<file path="src/rtl/seq_mult_pkg.sv">
// Shared types and constants for the sequential shift-add multiplier.
package seq_mult_pkg;

    localparam int DEFAULT_WIDTH = 8;

    typedef enum logic [1:0] {
        IDLE = 2'd0,
        RUN  = 2'd1,
        FIX  = 2'd2
    } state_t;

    function automatic int cnt_width(input int width);
        return $clog2(width + 1);
    endfunction

endpackage

</file>
<file path="src/rtl/shift_add_dp.sv">
// Shift-add multiplier datapath: multiplicand register, product register and adder.
// With SEQ_MULT_SIGNED_EN defined, operands are loaded as magnitudes and the fix strobe negates.
module shift_add_dp
    import seq_mult_pkg::*;
#(
    parameter int WIDTH = DEFAULT_WIDTH
) (
    input  logic               clk,
    input  logic               rst,
    input  logic               load,
    input  logic               step,
`ifdef SEQ_MULT_SIGNED_EN
    input  logic               fix,
    input  logic               mag_en,
`endif
    input  logic [WIDTH-1:0]   a,
    input  logic [WIDTH-1:0]   b,
    output logic [2*WIDTH-1:0] product
);

    logic [WIDTH-1:0]   mcand_q, mcand_d;
    logic [2*WIDTH-1:0] prod_q, prod_d;
    logic [WIDTH:0]     sum;

`ifdef SEQ_MULT_SIGNED_EN
    // Magnitude of -2^(WIDTH-1) wraps to 2^(WIDTH-1), which is correct as an unsigned value.
    function automatic logic [WIDTH-1:0] mag(input logic [WIDTH-1:0] x, input logic en);
        return (en && x[WIDTH-1]) ? (~x + WIDTH'(1)) : x;
    endfunction
`endif

    always_comb begin
        sum     = {1'b0, mcand_q} + {1'b0, prod_q[2*WIDTH-1:WIDTH]};
        mcand_d = mcand_q;
        prod_d  = prod_q;
        if (load) begin
`ifdef SEQ_MULT_SIGNED_EN
            mcand_d = mag(a, mag_en);
            prod_d  = {{WIDTH{1'b0}}, mag(b, mag_en)};
`else
            mcand_d = a;
            prod_d  = {{WIDTH{1'b0}}, b};
`endif
        end else if (step) begin
            if (prod_q[0]) begin
                prod_d = {sum, prod_q[WIDTH-1:1]};
            end else begin
                prod_d = prod_q >> 1;
            end
        end
`ifdef SEQ_MULT_SIGNED_EN
        else if (fix) begin
            prod_d = ~prod_q + (2*WIDTH)'(1);
        end
`endif
    end

    always_ff @(posedge clk or posedge rst) begin
        if (rst) begin
            mcand_q <= '0;
            prod_q  <= '0;
        end else begin
            mcand_q <= mcand_d;
            prod_q  <= prod_d;
        end
    end

    assign product = prod_q;

endmodule

</file>
<file path="src/rtl/seq_multiplier.sv">
// Sequential shift-add multiplier top: FSM, iteration counter, sign flag and ready/done handshake.
// Define SEQ_MULT_SIGNED_EN to honour signed_mode (adds the FIX state); otherwise unsigned only.
module seq_multiplier
    import seq_mult_pkg::*;
#(
    parameter int WIDTH = DEFAULT_WIDTH,
    parameter int CNT_W = cnt_width(WIDTH)
) (
    input  logic               clk,
    input  logic               rst,
    input  logic               start,
    input  logic               signed_mode,
    input  logic [WIDTH-1:0]   A,
    input  logic [WIDTH-1:0]   B,
    output logic [2*WIDTH-1:0] Product,
    output logic               ready,
    output logic               done
);

    state_t           state_q, state_d;
    logic [CNT_W-1:0] cnt_q, cnt_d;
    logic             ready_q, ready_d;
    logic             done_q, done_d;
    logic             load, step;
`ifdef SEQ_MULT_SIGNED_EN
    logic             neg_q, neg_d;
    logic             mode_q, mode_d;
    logic             fix;
`else
    logic             sm_unused;
    assign sm_unused = signed_mode;
`endif

    always_comb begin
        state_d = state_q;
        cnt_d   = cnt_q;
        ready_d = ready_q;
        done_d  = 1'b0;
        load    = 1'b0;
        step    = 1'b0;
`ifdef SEQ_MULT_SIGNED_EN
        neg_d   = neg_q;
        mode_d  = mode_q;
        fix     = 1'b0;
`endif
        // start wins in every state, so a busy unit aborts and restarts silently
        if (start) begin
            load    = 1'b1;
            state_d = RUN;
            cnt_d   = '0;
            ready_d = 1'b0;
`ifdef SEQ_MULT_SIGNED_EN
            neg_d   = signed_mode & (A[WIDTH-1] ^ B[WIDTH-1]);
            mode_d  = signed_mode;
`endif
        end else begin
            case (state_q)
                RUN: begin
                    step  = 1'b1;
                    cnt_d = cnt_q + CNT_W'(1);
                    if (cnt_q == CNT_W'(WIDTH - 1)) begin
`ifdef SEQ_MULT_SIGNED_EN
                        if (mode_q) begin
                            state_d = FIX;
                        end else begin
                            state_d = IDLE;
                            ready_d = 1'b1;
                            done_d  = 1'b1;
                        end
`else
                        state_d = IDLE;
                        ready_d = 1'b1;
                        done_d  = 1'b1;
`endif
                    end
                end
`ifdef SEQ_MULT_SIGNED_EN
                FIX: begin
                    fix     = neg_q;
                    state_d = IDLE;
                    ready_d = 1'b1;
                    done_d  = 1'b1;
                end
`endif
                default: state_d = IDLE;
            endcase
        end
    end

    always_ff @(posedge clk or posedge rst) begin
        if (rst) begin
            state_q <= IDLE;
            cnt_q   <= '0;
            ready_q <= 1'b1;
            done_q  <= 1'b0;
`ifdef SEQ_MULT_SIGNED_EN
            neg_q   <= 1'b0;
            mode_q  <= 1'b0;
`endif
        end else begin
            state_q <= state_d;
            cnt_q   <= cnt_d;
            ready_q <= ready_d;
            done_q  <= done_d;
`ifdef SEQ_MULT_SIGNED_EN
            neg_q   <= neg_d;
            mode_q  <= mode_d;
`endif
        end
    end

    shift_add_dp #(.WIDTH(WIDTH)) u_dp (
        .clk     (clk),
        .rst     (rst),
        .load    (load),
        .step    (step),
`ifdef SEQ_MULT_SIGNED_EN
        .fix     (fix),
        .mag_en  (signed_mode),
`endif
        .a       (A),
        .b       (B),
        .product (Product)
    );

    assign ready = ready_q;
    assign done  = done_q;

endmodule
</file>
<file path="config.mk">
export PLATFORM = sky130hd
export DESIGN_NAME = seq_multiplier
export DESIGN_NICKNAME = d
export VERILOG_FILES = /design/src/rtl/seq_mult_pkg.sv /design/src/rtl/shift_add_dp.sv /design/src/rtl/seq_multiplier.sv
export SDC_FILE = /design/constraint.sdc
export NUM_CORES = 1
export LEC_CHECK = 0
export ABC_CLOCK_PERIOD_IN_PS = 2460
export BUFFER_PORTS_ARGS = -buffer_cell sky130_fd_sc_hd__buf_2
export CORE_AREA = 2 2 60 62
export DETAILED_ROUTE_END_ITERATION = 10
export DIE_AREA = 0 0 62 64
export PLACE_DENSITY_LB_ADDON = 0.15
export REMOVE_ABC_BUFFERS = 1
export SLEW_MARGIN = 20
export SYNTH_ARGS = -nofsm -noshare
export SYNTH_HDL_FRONTEND = slang
export SYNTH_SLANG_ARGS = --single-unit
</file>
<file path="constraint.sdc">
create_clock -name clk -period 2.46 [get_ports clk]
set_input_delay 0.246 -clock clk [delete_from_list [all_inputs] [get_ports clk]]
set_output_delay 0.246 -clock clk [all_outputs]
set_load 0.02 [all_outputs]
</file>
==> impl_metrics.json, run 1 <==
{
  "status": "complete, no violations",
  "start_util_pct": 51.5,
  "fin_cells": 246,
  "grt_use_total_pct": 18.4,
  "routedWlPerCell_microns": 12.8,
  "core_area_sq_um": 3280,
  "first_global_vias": 1246,
  "cts_made_buffers": 5,
  "rows": 21,
  "crit_path_end_kind": "register",
  "finalClockSkew_ps": 11.9,
  "ys_seq_elements": 31,
  "diodes": 0,
  "synth_top_flop_cell": "dfrtp_1",
  "grt_pass1_wl_mm": 5.53,
  "critPathSlowestCell": "dfrtp_1",
  "crit_family": "adder cells",
  "final_util_pct": 60.8,
  "synth_cell_types": 37,
  "grt_max_degree": 40,
  "postRouteAntennaNets": 0,
  "clock_path_buffers": 2,
  "cts.clk_slew.worst_paths_ps": 100,
  "fin_crit_sh_pct": 75.0,
  "whs_ps": 126,
  "dpl.cell_count": 237,
  "clk_root_buffer_cell": "clkbuf_4",
  "path_buf_inv": 1,
  "design.die.area_sq_um": 3970,
  "die_w_microns": 62,
  "antenna_found_initial": 0,
  "first_pass_iters": 4,
  "hold_start": "B[2]",
  "chipHeight_microns": 64,
  "rsz0062_at_grt": "false",
  "ys_seq_area_share_pct": 45.9,
  "cp.arrival_ps": 2070,
  "hpwl_mm": 2.23,
  "min_path_type": "in2reg",
  "cp_max_fo": 4,
  "hold_viol_final": 0,
  "fmaxAchievable_mhz": 542,
  "synth_edf_count": 0,
  "num_io_pins": 38,
  "post_cts_buffers": 0,
  "nets": 229,
  "drv_cap": 0,
  "power_leakage_nw": 1.03,
  "ys_warn_count": 0,
  "cts_tree": "done",
  "postCtsHoldBufs": 1,
  "drv_slew": 0,
  "syn_inst": 163,
  "ctsResizeCount": 0,
  "r2r_start": "u_dp.product[8]",
  "async_flop_share_pct": 100,
  "finalSetupViolCount": 0,
  "vdd_drop_max_mv": 0.457,
  "htreeDepth": 2,
  "setup_tns_ps": 0,
  "drcViolationCount": 0,
  "gp_congestion": 0.934,
  "period_minus_slack_ps": 1850,
  "layout-drive-gt1-share_pct": 29.5,
  "portBuffers": 36,
  "synth_area_per_cell_sq_um": 10.4,
  "viasPerCell": 5.14,
  "worst_pin_slew_ps": 664,
  "slew_headroom_pct": 55.7,
  "critPathRequiredTime_ps": 2690,
  "cp_slowest_stage_delay_ps": 420,
  "startpoint": "u_dp.product[8]",
  "critPathKind": "reg2reg",
  "clk_latency_ps": 330,
  "synthToLayoutAreaGrowth_pct": 17.9,
  "synth_area_sq_um": 1690,
  "clock-sinks": 31,
  "wl_mm": 3.15,
  "powerDensity_nw_per_um2": 677,
  "vias": 1264,
  "start_kind": "register",
  "crit_chain": "ha_1, inv_1, fa_1, nor2b_4, o31a_1, o21ai_2, mux2i_1, nor2_1",
  "drtIter0Drc": 89,
  "grt_overflow": 0
}
-- metal layers --
metal / up-vias / track usage, % / share of wire, %
met1: 595 / 25.9 / 47
met3: 2 / 5.67 / 4.2
met2: 27 / 26.4 / 48
met5: - / 0 / 0
li1: 640 / - / -
met4: 0 / 6.65 / 0.63
-- area by class of cell --
type / count / area (sq um)
clock buffers: 6 / 51.3
clock inverters: 2 / 35.0
fillers: 281 / 1290
inverters: 6 / 22.5
multi-input cells: 116 / 847
flip-flops and latches: 31 / 777
well taps: 46 / 57.6
repair buffers: 39 / 205
-- state kept, by name (all words and copies together), names as in the netlist --
name and flops:
state_q 1, cnt_q 4, u_dp.mcand_q 8, ready 1, u_dp.product 16, done 1
-- cells in the final DEF (no fill, tap or decap), types with 5 or more instances in the layout --
cell      count
dfrtp_1      30
ha_1          9
o21ai_0      13
nor2_1       13
buf_2        36
clkbuf_4      5
nand2_1      15
inv_1         6
mux2i_1      13
mux2_2        7
-- kinds of logic after synthesis --
kind of cell,synth area share (%)
flops,45.9
mux,12.3
xor+xnor,3.62
buf+inv,4.06
compound gates,13.9
fa+ha+maj,7.83
simple gates,12.3
-- stage by stage --
| step | cell area, sq um | total power, mW | worst slack, ps |
|---|---|---|---|
| floorplan | 1650 | 0.844 | 581 |
| global placement | 1900 | 0.933 | 625 |
| detailed placement | 1900 | 0.945 | 622 |
| CTS | 2000 | 1.37 | 608 |
| global route | 2000 | 1.44 | 439 |
| finish | 2000 | 1.35 | 614 |
-- synth_stat cells, drive strengths merged, types with 2 or more instances --
master,instances,area (sq um)
nand2b,3,18.8
buf,8,38.8
mux2i,13,130
clkbuf,2,7.51
nand2,15,56.3
a211oi,5,42.5
mux2,7,78.8
xnor2,3,26.3
nor2b,2,20.0
nand3,3,15.0
a21o,2,15.0
o21ai,15,78.8
nor3b,2,15.0
a21oi,5,28.8
ha,9,113
a31oi,3,18.8
xor2,4,35.0
inv,6,22.5
dfrtp,30,751
nand3b,3,22.5
nor2,13,48.8
-- power breakdown --
group / total [mW] / internal (mW) / switching, mW
Sequential: 0.605 / 0.557 / 0.0480
Combinational: 0.329 / 0.149 / 0.179
Clock: 0.417 / 0.240 / 0.176
-- final timing paths --
kind                               endpoint  slack (ps)  cells past startpoint
setup / recovery           u_dp.product[13]         610                      8
hold reg to reg             u_dp.mcand_q[2]         520                      1
setup reg to reg           u_dp.product[13]         610                      8
hold / removal              u_dp.product[2]         130                      3
max in group asynchronous             ready        1620                      4
min in group asynchronous  u_dp.product[13]         530                      4
-- worst reg2reg max path, stage by stage (launching register included) --
cell and delay (ps):
dfrtp_1 420, ha_1 240, inv_1 70, fa_1 250, nor2b_4 50, o31a_1 280
o21ai_2 180, mux2i_1 210, nor2_1 60
(Power assumes the default switching activity.)
==> run 2: changes to the inputs <==
--- a/config.mk
+++ b/config.mk
@@ -5,11 +5,12 @@
 export SDC_FILE = /design/constraint.sdc
 export NUM_CORES = 1
 export LEC_CHECK = 0
-export ABC_CLOCK_PERIOD_IN_PS = 2460
+export ABC_AREA = 1
+export ABC_CLOCK_PERIOD_IN_PS = 1900
 export BUFFER_PORTS_ARGS = -buffer_cell sky130_fd_sc_hd__buf_2
-export CORE_AREA = 2 2 60 62
+export CORE_AREA = 2 2 61 63
 export DETAILED_ROUTE_END_ITERATION = 10
-export DIE_AREA = 0 0 62 64
+export DIE_AREA = 0 0 63 65
 export PLACE_DENSITY_LB_ADDON = 0.15
 export REMOVE_ABC_BUFFERS = 1
 export SLEW_MARGIN = 20
==> constraint.sdc (replaced) <==
create_clock -name clk -period 1.9 [get_ports clk]
set_input_delay 0.19 -clock clk [delete_from_list [all_inputs] [get_ports clk]]
set_output_delay 0.19 -clock clk [all_outputs]
set_load 0.02 [all_outputs]
==> run 2 against run 1 <==
Compared with the run above: clock power about the same; worst hold slack got worse by 76 ps; wire length grew 13%; first-iteration DRC count is 29% lower; combinational power is 19% higher; setup slack worse by 390 ps; clock skew down 1.5 ps; critical path type unchanged; highest routed layer unchanged.
==> impl_metrics.json, run 2 <==
{
  "status": "complete, no violations",
  "hpwl_mm": 2.47,
  "clk_root_buffer_cell": "clkbuf_4",
  "synth_fa_ha_area_share_pct": 7.68,
  "gp_congestion": 0.821,
  "nets": 285,
  "clock_path_buffers": 2,
  "drtIter0Drc": 63,
  "viasPerCell": 4.83,
  "fillers": 361,
  "power.total_mw": 1.57,
  "diodes": 0,
  "final_cell_mix": "nand2_1 (72), buf_2 (36), dfrtp_1 (30), inv_1 (25), nor2_1 (17)",
  "drcViolationCount": 0,
  "setup_tns_ps": 0,
  "cts_made_buffers": 5,
  "syn_inst": 215,
  "htreeDepth": 2,
  "synthMuxAreaShare_pct": 0,
  "min_path_cells": 3,
  "rr_worst_depth": 11,
  "num_io_pins": 38,
  "fmaxAchievable_mhz": 598,
  "finalClockSkew_ps": 10.5,
  "clock-sinks": 31,
  "grt_pass1_wl_mm": 6.06,
  "grt_overflow": 0,
  "synth_top_family_by_area": "simple AND/OR/NAND/NOR gates",
  "finalSetupViolCount": 0,
  "synth_edf_count": 0,
  "drv_slew": 0,
  "powerDensity_nw_per_um2": 791,
  "grt_max_degree": 32,
  "critPathRequiredTime_ps": 2140,
  "synth_top_flop_cell": "dfrtp_1",
  "synth_top_area_cell": "dfrtp_1",
  "layout-drive-gt1-share_pct": 20.3,
  "period_minus_slack_ps": 1670,
  "postRouteAntennaNets": 0,
  "first_pass_iters": 4,
  "cts.clk_slew.worst_paths_ps": 110,
  "cp.arrival_ps": 1910,
  "seq_area_sq_um": 777,
  "min_path_type": "in2reg",
  "synth_compound_area_share_pct": 9.70,
  "chipHeight_microns": 65,
  "hold_viol_final": 0,
  "vdd_drop_max_mv": 0.451,
  "synth-xor-area-share_pct": 1.01,
  "slew_headroom_pct": 68.4,
  "fin_crit_sh_pct": 88.0,
  "critPathKind": "reg2reg",
  "start_util_pct": 49.4,
  "async_flop_share_pct": 100,
  "synth_area_sq_um": 1730,
  "synth.top_cell.area_share_pct": 43.4,
  "rsz0062_at_grt": "false",
  "setup_ws_ps": 227,
  "power_leakage_nw": 1.12,
  "multi_input_area_sq_um": 782,
  "clk_latency_ps": 330,
  "design.die.area_sq_um": 4100,
  "worst_pin_slew_ps": 474,
  "ys_warn_count": 0,
  "grt_use_total_pct": 19.2,
  "largest_register_ff_count": 16,
  "synth_area_per_cell_sq_um": 8.04,
  "vias": 1468,
  "synth_commonest_cells": "nand2_1 (72), dfrtp_1 (30), inv_1 (25)",
  "synth_area_leaders": "dfrtp_1 (43%), nand2_1 (16%), ha_1 (6.5%), inv_1 (5.4%), nor2_1 (3.7%)",
  "whs_ps": 49.8,
  "cp_max_fo": 3,
  "start_kind": "register",
  "ys_seq_area_share_pct": 45.0,
  "crit_path_end_kind": "register",
  "yosysMostFrequentCell": "nand2_1",
  "antenna_found_initial": 0,
  "portBuffers": 36,
  "first_global_vias": 1392,
  "synth_cell_types": 31,
  "drv_cap": 0,
  "post_cts_buffers": 0,
  "routedWlPerCell_microns": 11.7,
  "yosys.area_share.simple_pct": 26.9,
  "cts_tree": "done",
  "preCtsSetupSlack_ps": 246,
  "ys_seq_elements": 31,
  "rows": 22,
  "wl_mm": 3.55,
  "synthToLayoutAreaGrowth_pct": 15.1,
  "layout_commonest_cell": "nand2_1",
  "die_w_microns": 63,
  "core_area_sq_um": 3500
}
## run 2: final timing paths
path / start / end / slack (ps)
worst max-delay path: u_dp.product[8] / u_dp.product[13] / 230
worst min-delay path: A[5] / u_dp.mcand_q[5] / 50
worst min register to register: ready / ready / 480
max in group asynchronous: rst / ready / 1080
min in group asynchronous: rst / u_dp.mcand_q[3] / 470
worst max register to register: u_dp.product[8] / u_dp.product[13] / 230
## run 2: power by group
group | internal (mW) | switching (mW)
clock network | 0.179 | 0.239
registers | 0.716 | 0.0496
logic | 0.151 | 0.240
total | 1.05 | 0.528
## run 2: what timing repair did
action                    CTS  global route
hold buffers                1             0
hold endpoints to repair   30             0
gates resized for setup     0             0
## run 2: worst max-delay path, cell delays in order, from the launching register on
cell	delay (ps)
dfrtp_1	380
ha_1	170
inv_1	50
fa_1	400
inv_1	70
nand2_1	40
nand2_1	70
nand3_1	100
nand3_1	80
nand3_1	80
nand2_1	80
nand2_1	40
## run 2: kinds of logic after synthesis
| kind of cell | Yosys count |
|---|---|
| buf+inv | 34 |
| xor+xnor | 2 |
| fa+ha+maj | 10 |
| compound gates | 27 |
| simple gates | 111 |
| flops | 31 |
## run 2: per-stage QoR
stage	util, %	instances	instance area, sq um
finish	56.9	304	1990
floorplan	-	209	1660
CTS	56.9	304	1990
global placement	54.9	295	1920
global route	56.9	304	1990
detailed placement	54.9	295	1920
## run 2: routing by layer
metal  routed length, microns  track usage (%)
met1                     1710             24.7
met4                       51             8.33
met5                        0                0
met3                      146             5.03
met2                     1640             30.6
## run 2: final cells by class
| type | instances | share of cell area [%] |
|---|---|---|
| Clock buffer | 7 | 2.77 |
| Clock inverter | 1 | 0.252 |
| Inverter | 28 | 5.28 |
| Multi-Input combinational cell | 150 | 39.3 |
| Sequential cell | 31 | 39.1 |
| Tap cell | 48 | 3.02 |
| Timing Repair Buffer | 39 | 10.3 |
==> run 3: changes to the inputs <==
--- a/config.mk
+++ b/config.mk
@@ -8,12 +8,13 @@
 export ABC_AREA = 1
 export ABC_CLOCK_PERIOD_IN_PS = 1900
 export BUFFER_PORTS_ARGS = -buffer_cell sky130_fd_sc_hd__buf_2
-export CORE_AREA = 2 2 61 63
+export CORE_AREA = 2 2 60 62
 export DETAILED_ROUTE_END_ITERATION = 10
-export DIE_AREA = 0 0 63 65
+export DIE_AREA = 0 0 62 64
 export PLACE_DENSITY_LB_ADDON = 0.15
 export REMOVE_ABC_BUFFERS = 1
 export SLEW_MARGIN = 20
 export SYNTH_ARGS = -nofsm -noshare
 export SYNTH_HDL_FRONTEND = slang
+export SYNTH_HIERARCHICAL = 1
 export SYNTH_SLANG_ARGS = --single-unit
==> run 3 against run 2 <==
Compared with the run above: synthesized area up 1.0%; total power up 5.3%; first-iteration DRC count up 9.5%; critical path type unchanged.
==> impl_metrics.json, run 3 <==
{
  "synth_top_flop_cell": "dfrtp_1",
  "place_area_sq_um": 1960,
  "powerDensity_nw_per_um2": 804,
  "cts_tree": "done",
  "diodes": 0,
  "design.die.area_sq_um": 3970,
  "holdPathEnd": "u_dp/mcand_q[4]",
  "drcViolationCount": 0,
  "synth.top_cell.area_share_pct": 43.0,
  "synth_cell_types": 29,
  "drv_cap": 0,
  "die_w_microns": 62,
  "grt_overflow": 0,
  "crit_chain": "ha_1, inv_1, fa_1, inv_1, nand2_1, nand2_1, and2_4, nor2_1, o21ai_1, nand2_1",
  "yosysMostFrequentCell": "nand2_1",
  "ys_seq_area_share_pct": 44.5,
  "hpwl_mm": 2.70,
  "period_minus_slack_ps": 1670,
  "power_leakage_nw": 1.18,
  "wl_mm": 3.67,
  "cp.arrival_ps": 1900,
  "core_area_sq_um": 3280,
  "r2r_end": "u_dp/product[11]",
  "ys_seq_elements": 31,
  "start_kind": "register",
  "start_util_pct": 53.1,
  "post_cts_buffers": 0,
  "finalClockSkew_ps": 9.86,
  "r2r_start": "u_dp/product[8]",
  "cts_made_buffers": 5,
  "syn_inst": 221,
  "clock_path_buffers": 2,
  "vias": 1514,
  "synthToLayoutAreaGrowth_pct": 18.1,
  "rr_worst_depth": 10,
  "hold_viol_final": 0,
  "crit_path_end_kind": "register",
  "seq_area_sq_um": 777,
  "setup_tns_ps": 0,
  "ys_warn_count": 6,
  "synth_area_sq_um": 1750,
  "path_buf_inv": 2,
  "antenna_found_initial": 0,
  "min_path_type": "in2reg",
  "portBuffers": 36,
  "critPathKind": "reg2reg",
  "fillers": 309,
  "slew_headroom_pct": 77.6,
  "final_cell_mix": "nand2_1 (77), buf_2 (36), dfrtp_1 (30), inv_1 (28), nor2_1 (20)",
  "routedWlPerCell_microns": 11.8,
  "fin_crit_sh_pct": 87.8,
  "grt_pass1_wl_mm": 6.31,
  "status": "complete, no violations",
  "rows": 21,
  "rsz0062_at_grt": "false",
  "drtIter0Drc": 69,
  "worst_pin_slew_ps": 336,
  "nets": 294,
  "whs_ps": 46.0,
  "async_flop_share_pct": 100,
  "clock-sinks": 31,
  "largest_register_ff_count": 16,
  "synth_area_leaders": "dfrtp_1 (43%), nand2_1 (17%), ha_1 (6.5%), inv_1 (6.0%), nor2_1 (4.3%)",
  "grt_use_total_pct": 21.3,
  "fin_cells": 311,
  "synth_area_per_cell_sq_um": 7.90,
  "fmaxAchievable_mhz": 600,
  "dpl.cell_count": 302,
  "critPathSlowestCell": "fa_1",
  "viasPerCell": 4.87,
  "hold_start": "A[4]",
  "layout-drive-gt1-share_pct": 21.9,
  "gp_congestion": 0.846,
  "layout_commonest_cell": "nand2_1",
  "multi_input_area_sq_um": 808,
  "drv_slew": 0,
  "clk_latency_ps": 330,
  "crit_top_cell": "nand2_1",
  "synth_top_area_cell": "dfrtp_1",
  "cp_slowest_stage_delay_ps": 400,
  "chipHeight_microns": 64,
  "min_path_cells": 3,
  "finalSetupViolCount": 0,
  "vdd_drop_max_mv": 0.436,
  "ctsResizeCount": 0,
  "r2r_slack_ps": 230,
  "num_io_pins": 38,
  "first_global_vias": 1422,
  "critPathRequiredTime_ps": 2130,
  "first_pass_iters": 4,
  "cp_max_fo": 3,
  "grt_max_degree": 25,
  "htreeDepth": 2,
  "postRouteAntennaNets": 0,
  "cts.clk_slew.worst_paths_ps": 100,
  "final_area_sq_um": 2060,
  "synth_commonest_cells": "nand2_1 (77), dfrtp_1 (30), inv_1 (28)",
  "clk_root_buffer_cell": "clkbuf_4",
  "synth_edf_count": 0,
  "crit_family": "adder cells"
}
==> run 3: layout make-up <==
type | instances | area share (%)
clock buffer | 6 | 2.49
clock inverter | 2 | 1.70
multi-input combinational | 155 | 39.2
tap | 46 | 2.79
sequential | 31 | 37.7
timing repair buffer | 40 | 10.3
inverter | 31 | 5.77
==> run 3: kinds of logic (layout without fill, tap and decap cells) <==
| family | Yosys count | after routing | share of synthesized area (%) |
|---|---|---|---|
| simple gates | 116 | 116 | 27.8 |
| buf+inv | 35 | 79 | 9.18 |
| flops | 31 | 31 | 44.5 |
| compound gates | 27 | 27 | 9.75 |
| fa+ha+maj | 10 | 10 | 7.60 |
| xor+xnor | 1 | 1 | 0.502 |
| mux | 1 | 1 | 0.645 |
==> run 3: repair_timing <==
item | in CTS | in global routing
setup endpoints to repair | 0 | 0
hold buffers | 1 | 0
endpoints found under the hold margin | 30 | 0
==> run 3: routing by layer <==
layer	track usage, %	share of wire [%]	wire length [microns]
met1	27.8	46	1690
met2	33.3	49	1780
met3	6.07	4.4	163
met4	7.18	0.93	34
met5	0	0	0
==> run 3: worst max path at each step <==
| stage | start | end | slack [ps] | cells after the start |
|---|---|---|---|---|
| 2_1_floorplan | u_dp/product[8] | u_dp/product[11] | 210 | 10 |
| 3_3_place_gp | u_dp/product[8] | u_dp/product[11] | 280 | 10 |
| 3_5_place_dp | u_dp/product[8] | u_dp/product[11] | 260 | 10 |
| 4_1_cts | u_dp/product[8] | u_dp/product[13] | 240 | 11 |
| 5_1_grt | u_dp/product[8] | u_dp/product[13] | 20 | 11 |
| 6_report | u_dp/product[8] | u_dp/product[11] | 230 | 10 |
==> run 3: report_power, final <==
part / switching (mW) / leakage [nW] / internal, mW / total [mW]
combinational: 0.228 / 0.739 / 0.135 / 0.363
clock: 0.236 / 0.0482 / 0.311 / 0.547
sequential: 0.0361 / 0.390 / 0.711 / 0.747
total: 0.500 / 1.18 / 1.16 / 1.66
==> run 3: worst register-to-register path, cell delays in order (launching register included) <==
cell and delay [ps]:
dfrtp_1 380, ha_1 180, inv_1 60, fa_1 400, inv_1 70, nand2_1 40, nand2_1 70, and2_4 150
nor2_1 40, o21ai_1 120, nand2_1 50
==> run 3: metrics by stage <==
stage                     setup WS [ps]  utilization (%)  power, mW
after CTS                           238             62.7       1.67
final                               233             62.7       1.66
after global routing               22.2             62.7       1.76
after global placement              283             59.8       1.12
after detailed placement            257             59.8       1.12
after floorplan                     206                -       1.00
